--- src/rtl/ntt_bfly_addsub.sv ---
// Kyber NTT butterfly back-end: it aligns a with the reduced product R and emits (a+R) mod q and (a-R) mod q.
// Optional range checker: define NTT_BFLY_RANGE_CHK_EN to get a sticky err_o on out-of-range operands.
module ntt_bfly_addsub #(
   parameter int Q      = 3329,
   parameter int DW     = 12,
   parameter int RW     = 13,
   parameter int LAT    = 2,
   parameter int N_BFLY = 128
) (
   input  logic          clk_i,
   input  logic          rst_ni,
   input  logic          start_i,
   input  logic          valid_i,
   input  logic [DW-1:0] a_i,
   input  logic [RW-1:0] R_i,
   output logic          valid_o,
   output logic [DW-1:0] sum_o,
   output logic [DW-1:0] diff_o,
   output logic          last_o,
   output logic          err_o
);

   localparam int             SW    = RW + 1;
   localparam int             CW    = (N_BFLY > 1) ? $clog2(N_BFLY) : 1;
   localparam logic [SW-1:0]  Q_EXT = SW'(Q);
   localparam logic [CW-1:0]  CNT_LAST = CW'(N_BFLY - 1);

   logic [LAT-1:0] vld_q;
   logic [DW-1:0]  a_q [LAT];
   logic [CW-1:0]  cnt_q;

   logic          v_d;
   logic [SW-1:0] a_ext, r_ext, s, d, s_mod, d_mod;
   logic [CW-1:0] cnt_base, cnt_d;
   logic          at_last;

   // NOTE: the delay line is a shift register, not a RAM, so every stage is reset;
   // a reset mid-layer must not let stale valids reach the output.
   always_ff @(posedge clk_i or negedge rst_ni) begin
      if (!rst_ni) begin
         vld_q <= '0;
         for (int i = 0; i < LAT; i++) a_q[i] <= '0;
      end else begin
         // NOTE: non-blocking assignments let every stage sample its predecessor's old value.
         vld_q[0] <= valid_i;
         a_q[0]   <= a_i;
         for (int i = 1; i < LAT; i++) begin
            vld_q[i] <= vld_q[i-1];
            a_q[i]   <= a_q[i-1];
         end
      end
   end

   assign v_d   = vld_q[LAT-1];
   assign a_ext = {{(SW-DW){1'b0}}, a_q[LAT-1]};
   assign r_ext = {{(SW-RW){1'b0}}, R_i};

   // NOTE: every signal is given a default first, so no latch can be inferred.
   always_comb begin
      s        = a_ext + r_ext;
      d        = a_ext - r_ext;
      s_mod    = (s >= Q_EXT) ? s - Q_EXT : s;
      d_mod    = d[SW-1] ? d + Q_EXT : d;
      cnt_base = start_i ? '0 : cnt_q;
      at_last  = (cnt_base == CNT_LAST);
      cnt_d    = cnt_base;
      if (v_d) cnt_d = at_last ? '0 : cnt_base + 1'b1;
   end

   always_ff @(posedge clk_i or negedge rst_ni) begin
      if (!rst_ni) begin
         valid_o <= 1'b0;
         last_o  <= 1'b0;
         sum_o   <= '0;
         diff_o  <= '0;
         cnt_q   <= '0;
      end else begin
         valid_o <= v_d;
         last_o  <= v_d & at_last;
         cnt_q   <= cnt_d;
         if (v_d) begin
            sum_o  <= s_mod[DW-1:0];
            diff_o <= d_mod[DW-1:0];
         end
      end
   end

`ifdef NTT_BFLY_RANGE_CHK_EN
   logic err_q;
   logic range_bad;

   assign range_bad = v_d & ((a_ext >= Q_EXT) | (r_ext >= Q_EXT));

   // start_i takes priority so a fresh layer never inherits an error from the same cycle.
   always_ff @(posedge clk_i or negedge rst_ni) begin
      if (!rst_ni)        err_q <= 1'b0;
      else if (start_i)   err_q <= 1'b0;
      else if (range_bad) err_q <= 1'b1;
   end

   assign err_o = err_q;
`else
   assign err_o = 1'b0;
`endif

endmodule

--- config.mk ---
export PLATFORM = sky130hd
export DESIGN_NAME = ntt_bfly_addsub
export DESIGN_NICKNAME = d
export VERILOG_FILES = /design/src/rtl/ntt_bfly_addsub.sv
export SDC_FILE = /design/constraint.sdc
export NUM_CORES = 1
export LEC_CHECK = 0
export ABC_AREA = 1
export CAP_MARGIN = 5
export CORE_MARGIN = 3
export CORE_UTILIZATION = 50
export CTS_CLUSTER_SIZE = 40
export DETAILED_ROUTE_END_ITERATION = 16
export PLACE_DENSITY = 0.74
export SLEW_MARGIN = 20
export SYNTH_ARGS = -nofsm -noshare
export SYNTH_HDL_FRONTEND = slang
export SYNTH_SLANG_ARGS = --single-unit
--- constraint.sdc ---
create_clock -name clk_i -period 5.4 [get_ports clk_i]
set_input_delay 1.08 -clock clk_i [delete_from_list [all_inputs] [get_ports clk_i]]
set_output_delay 1.08 -clock clk_i [all_outputs]
set_load 0.1 [all_outputs]
### After elaboration in Yosys (flattened, before gate mapping)

Cells that the tools add are included.

* register bits after elaboration: 59
* input bits: 29
* output and inout bits: 27

* $add $sub $neg: 5
* order comparisons: 1
* equal/unequal tests: 1
* multiplexer cells: 5
* bitwise operators: 1

Operators by type and width (count)
* two-way mux 12 bit: 2
* two-way mux 7 bit: 3
* adder 12 x 13 -> 14 bit: 1
* >= comparator 14 x 12 -> 1 bit (second input constant): 1
* subtractor 12 x 13 -> 14 bit: 1
* adder 12 bit (second input constant): 1
* subtractor 12 bit (second input constant): 1
* adder 7 x 1 -> 7 bit (second input constant): 1
* equality test 7 bit (second input constant): 1
* AND 1 bit: 1

### Longest topological paths before layout

* word-level depth: 4
* depth in mapped cells: 21
* gate-level depth less buffers: 19

### Least setup slack after synthesis

OpenSTA, ideal clock, no wires.

* path kind: input-to-reg
* start: input R_i[0]
* end: register sum_o[7]
* library setup time: 120 ps
* data arrival time: 3029 ps
* path slack: 2251 ps
* cell stages on the path: 18
* buffers on the path: 1
* path through: ha_1 > fa_1 > inv_1 > ha_1 > inv_1 > nor2_1 > nand3_2 > nor2_4 > nand2_2 > nand2_2 > nand2_2 > nand2_2 > nand3_2 > buf_6 > nand2_1 > nand2_1 > nand2_1 > nand2_1

* cells in the longest elaborated chain, start to end: 3
* elaborated cells on any way between the ends: 4

RTL lines
* from (decl): line 15 `input logic [RW-1:0] R_i,`
* adder 12 x 13 -> 14 bit *: line 60 `s = a_ext + r_ext;`
* subtractor 12 bit or >= comparator 14 x 12 -> 1 bit (tied branches): line 62 `s_mod = (s >= Q_EXT) ? s - Q_EXT : s;`
* two-way mux 12 bit *: line 62
* to (signal assigned): line 82 `sum_o <= s_mod[DW-1:0];`
* to (decl): line 17 `output logic [DW-1:0] sum_o,`

Mark *: on every way between the ends. The rest lies on a longest branch, timed or not.
A chain may end at the register's enable or synchronous reset.

### Worst setup path in the final report

Ends and elaborated chain as after synthesis.

==> results.txt <==
The transition at the pin with the smallest max-transition slack is 974 ps, and the placed wire-length estimate is 7.05 mm. The buffering stage count on the worst path with inverters included was 3. The worst min-delay path category was flop to flop.

The H-tree was split into 3 levels. Dividing total power by cell area gives a power density of 361 mW/mm2. The global-route congestion overflow total was 0. The fraction of the cycle the final worst path needs works out to 68.8%. Dividing the detail-routed via count by the number of cells gives 4.94. The largest individual stage delay along the critical path comes from the cell clkdlybuf4s50_1. Row generation in the floorplan step produced 32 rows.

Leaving out fill and tap cells, the most frequent cell in the layout is nand2_1. The logs give 3,390 for the via count of the first global-routing pass and 21.3% for the total routing resource utilization after global routing. The die is 96.2 um wide. The run gives 56 as the count of pins on the block boundary. In this run the worst setup path begins at R_i[0].

The run gives 3950 ps as the critical path arrival. The synthesized netlist contains 36 unique library cells. The internal power of the cells totals 933 uW. Once detail routing completed, the nets flagged for antenna violations numbered 0. Excluding fillers, the count of instances in the completed layout stands at 713. In this design, the stage delay of the slowest critical-path cell is 460 ps.

The proportion of register bits with asynchronous set or reset after synthesis is 100%. After routing the design area is 0.00483 mm2. The total clock buffers created by CTS is 9. The routed layout has 3,522 vias. The run finished with clean final reports. At the worst endpoint, the required time is 5630 ps. The clock reaches the later pin of the worst-skew pair after 350 ps.

The initial utilization of the core area, before any placement, comes to 52.1%. A synthesized cell averages 7.29 um2. The number of slew-limit violations in the final report was 0. The logs give 0 for the total of endpoints with negative setup slack in the final report and 36.3% for the sequential area share after synthesis.

For the share of power burned in registers, the log shows 30.2%. The longest clock path from root to sink contains 2 buffers. For the first-pass iteration count of the detailed router, the log shows 4.

Among all flip-flop cells after synthesis, the most frequent one is dfrtp_1. In this run the standard cell core region covers 0.00781 mm2. Compared with the post-synthesis result, the final layout area differs by 18.8%.

Timing would allow up to 269 MHz. The clock network burns 23.7% of the power. The run gives 0 as the remaining design rule violation count.

The library cells used most frequently in the layout, excluding fill and tap cells, are nand2_1, inv_1, dfrtp_1. Entering global routing, the biggest net connects 60 pins. For the count of maximum capacitance violations, the log shows 0.

The number of nets handed over by synthesis was 617. The number of I/O port buffers was 54. Of the total power, the share spent switching nets is 46.5%.

After the last flow step, the layout net total stands at 665. The clock arrives with 11.4 ps of skew. Clock-pin slew was measured on the worst setup and hold paths at 70 ps. The tools report the number of instances in the placed design as 697. Synthesis inferred 59 register bits.

In this run, the number of DRC markers left after iteration 0 of detailed routing was 148. From bottom edge to top edge, the die measures 96.2 um. The routed wirelength normalized by instance count works out to 12.5 um.

The final critical delay including setup and external delays works out to 3720 ps. The leakage power of the design was 0.00247 uW; the number of warnings printed during yosys synthesis was 0. The number of sinks handled by clock tree synthesis was 59; the number of synthesized flops with an enable pin was 0.

The total wirelength of the detailed-routed design is 8.88 mm, and the number of buffers inserted for hold repair after clock tree synthesis is 0. OpenSTA, run right after detailed placement, puts the worst setup slack at 1350 ps. After technology mapping, the gate count stands at 558. Startpoint kind of the worst setup timing path: a primary input. Combinational logic burns 46.1% of the power.

The tree is rooted in a clkbuf_8. The post-cts sizing count is 0. The peak supply drop is 0.171 mV.

For the switching power of the nets, the log shows 812 uW. In this run the critical register-to-register path is launched from a_ext[0]. In this design, the largest share of critical-path delay is due to simple AND/OR/NAND/NOR gates.

The first global-routing pass estimated 15.3 mm of wire. In this run the post-CTS setup repair buffer count came out at 0. The maximum fanout encountered on the critical timing path was 11. Hold path startpoint: a_q[19].

The congestion estimate from routability-driven global placement came to 0.883. TritonCTS built the clock tree. Setup repair after global routing left no endpoint under its margin. Measured against its own limit, the worst slew margin works out to 34.8%. The signal on the critical path passes through clkdlybuf4s50_1 -> ha_1 -> fa_1 -> inv_1 -> ha_1 -> inv_1 -> nor2_1 -> nand3_2 -> nor2_4 -> nand2_2 -> nand2_2 -> nand2_2 -> nand2_2 -> nand3_2 -> nand2_1 -> nand2_1 -> nand2_1 -> nand2_1. The tools report the netlist area before placement as 0.00407 mm2. The ratio of cells with drive above 1 in the final layout works out to 7.53%. Hold violation count in the final report: 0. The critical path is of the primary input to flop type. Initial antenna violation count: 0.

The total cell area at the placement stage is 0.00463 mm2. The kind of end point of the critical path was a flop. The post-route setup TNS is 0 ps. The die outline area came out at 0.00926 mm2.

Across all hold checks on the routed design, the worst slack comes to 349 ps. The tools report the number of antenna diodes as 0. The minimum setup slack in the final design is 1680 ps.
cell type report:
cell class | instances | area, um2
Timing Repair Buffer | 55 | 543
Clock inverter | 6 | 63.8
Clock buffer | 10 | 138
Fill cell | 720 | 2970
Multi-Input combinational cell | 400 | 2180
Sequential cell | 59 | 1480
Inverter | 81 | 304
Tap cell | 102 | 128
power by group through the flow:
stage,clock [uW],combinational [uW],sequential [uW]
final,413,804,528
after global routing,446,871,535
after CTS,424,807,529
after detailed placement,0,804,537
after global placement,0,795,534
after floorplan,0,299,856
per-stage QoR:
step | utilization (%) | power, uW
finish | 61.9 | 1740
global route | 61.9 | 1850
CTS | 61.9 | 1760
detailed placement | 59.3 | 1340
global placement | 59.3 | 1330
floorplan | - | 1150
sequential cells by signal (all words and copies together) (netlist names):
| name | cells |
|---|---|
| a_ext | 12 |
| a_q | 12 |
| diff_o | 12 |
| sum_o | 12 |
| cnt_q | 7 |
| vld_q | 2 |
| last_o | 1 |
| valid_o | 1 |
path summary, 6_finish.rpt:
kind	cells past startpoint	slack [ps]	endpoint
setup / recovery	18	1680	sum_o[7]
hold / removal	0	350	a_ext[7]
setup reg to reg	17	2490	sum_o[7]
max in group asynchronous	2	4040	a_ext[4]
hold reg to reg	0	350	a_ext[7]
min in group asynchronous	2	860	sum_o[10]
metal layers:
metal / GRT usage [%] / share of wire [%] / wire, um / up-vias
met1: 28.2 / 48 / 4230 / 1592
li1: - / - / - / 1845
met2: 34.6 / 47 / 4130 / 71
met5: 0 / 0 / 0 / -
met3: 4.53 / 3.9 / 344 / 14
met4: 7.11 / 1.9 / 172 / 0
Yosys cell counts, types with 2 or more instances:
library cell,number,share of area (%)
fa_1,2,0.98
xnor2_1,9,1.9
o21bai_1,3,0.55
o21ai_0,16,2.0
nor2_4,5,1.4
xor2_1,15,3.2
nand3b_1,2,0.37
clkbuf_1,4,0.37
nor2_2,3,0.46
nand2_2,10,1.5
ha_1,28,8.6
nand3_2,2,0.49
buf_4,6,1.1
inv_2,7,0.65
buf_2,7,0.86
nor2_1,35,3.2
a21oi_1,17,2.1
dfrtp_1,59,36
nand4_1,16,2.5
nor3_1,5,0.61
nand2_1,173,16
inv_1,73,6.7
nand3_1,48,5.9
cell families (layout without fill, tap and decap cells):
group | count (synthesis) | in the layout | share of synthesized area, %
simple gates | 301 | 301 | 32.7
buf+inv | 99 | 152 | 10.1
flops | 59 | 59 | 36.3
compound gates | 44 | 44 | 6.06
fa+ha+maj | 30 | 30 | 9.59
xor+xnor | 24 | 24 | 5.17
other cells | 1 | 1 | 0.0922
(Power assumes the default switching activity.)
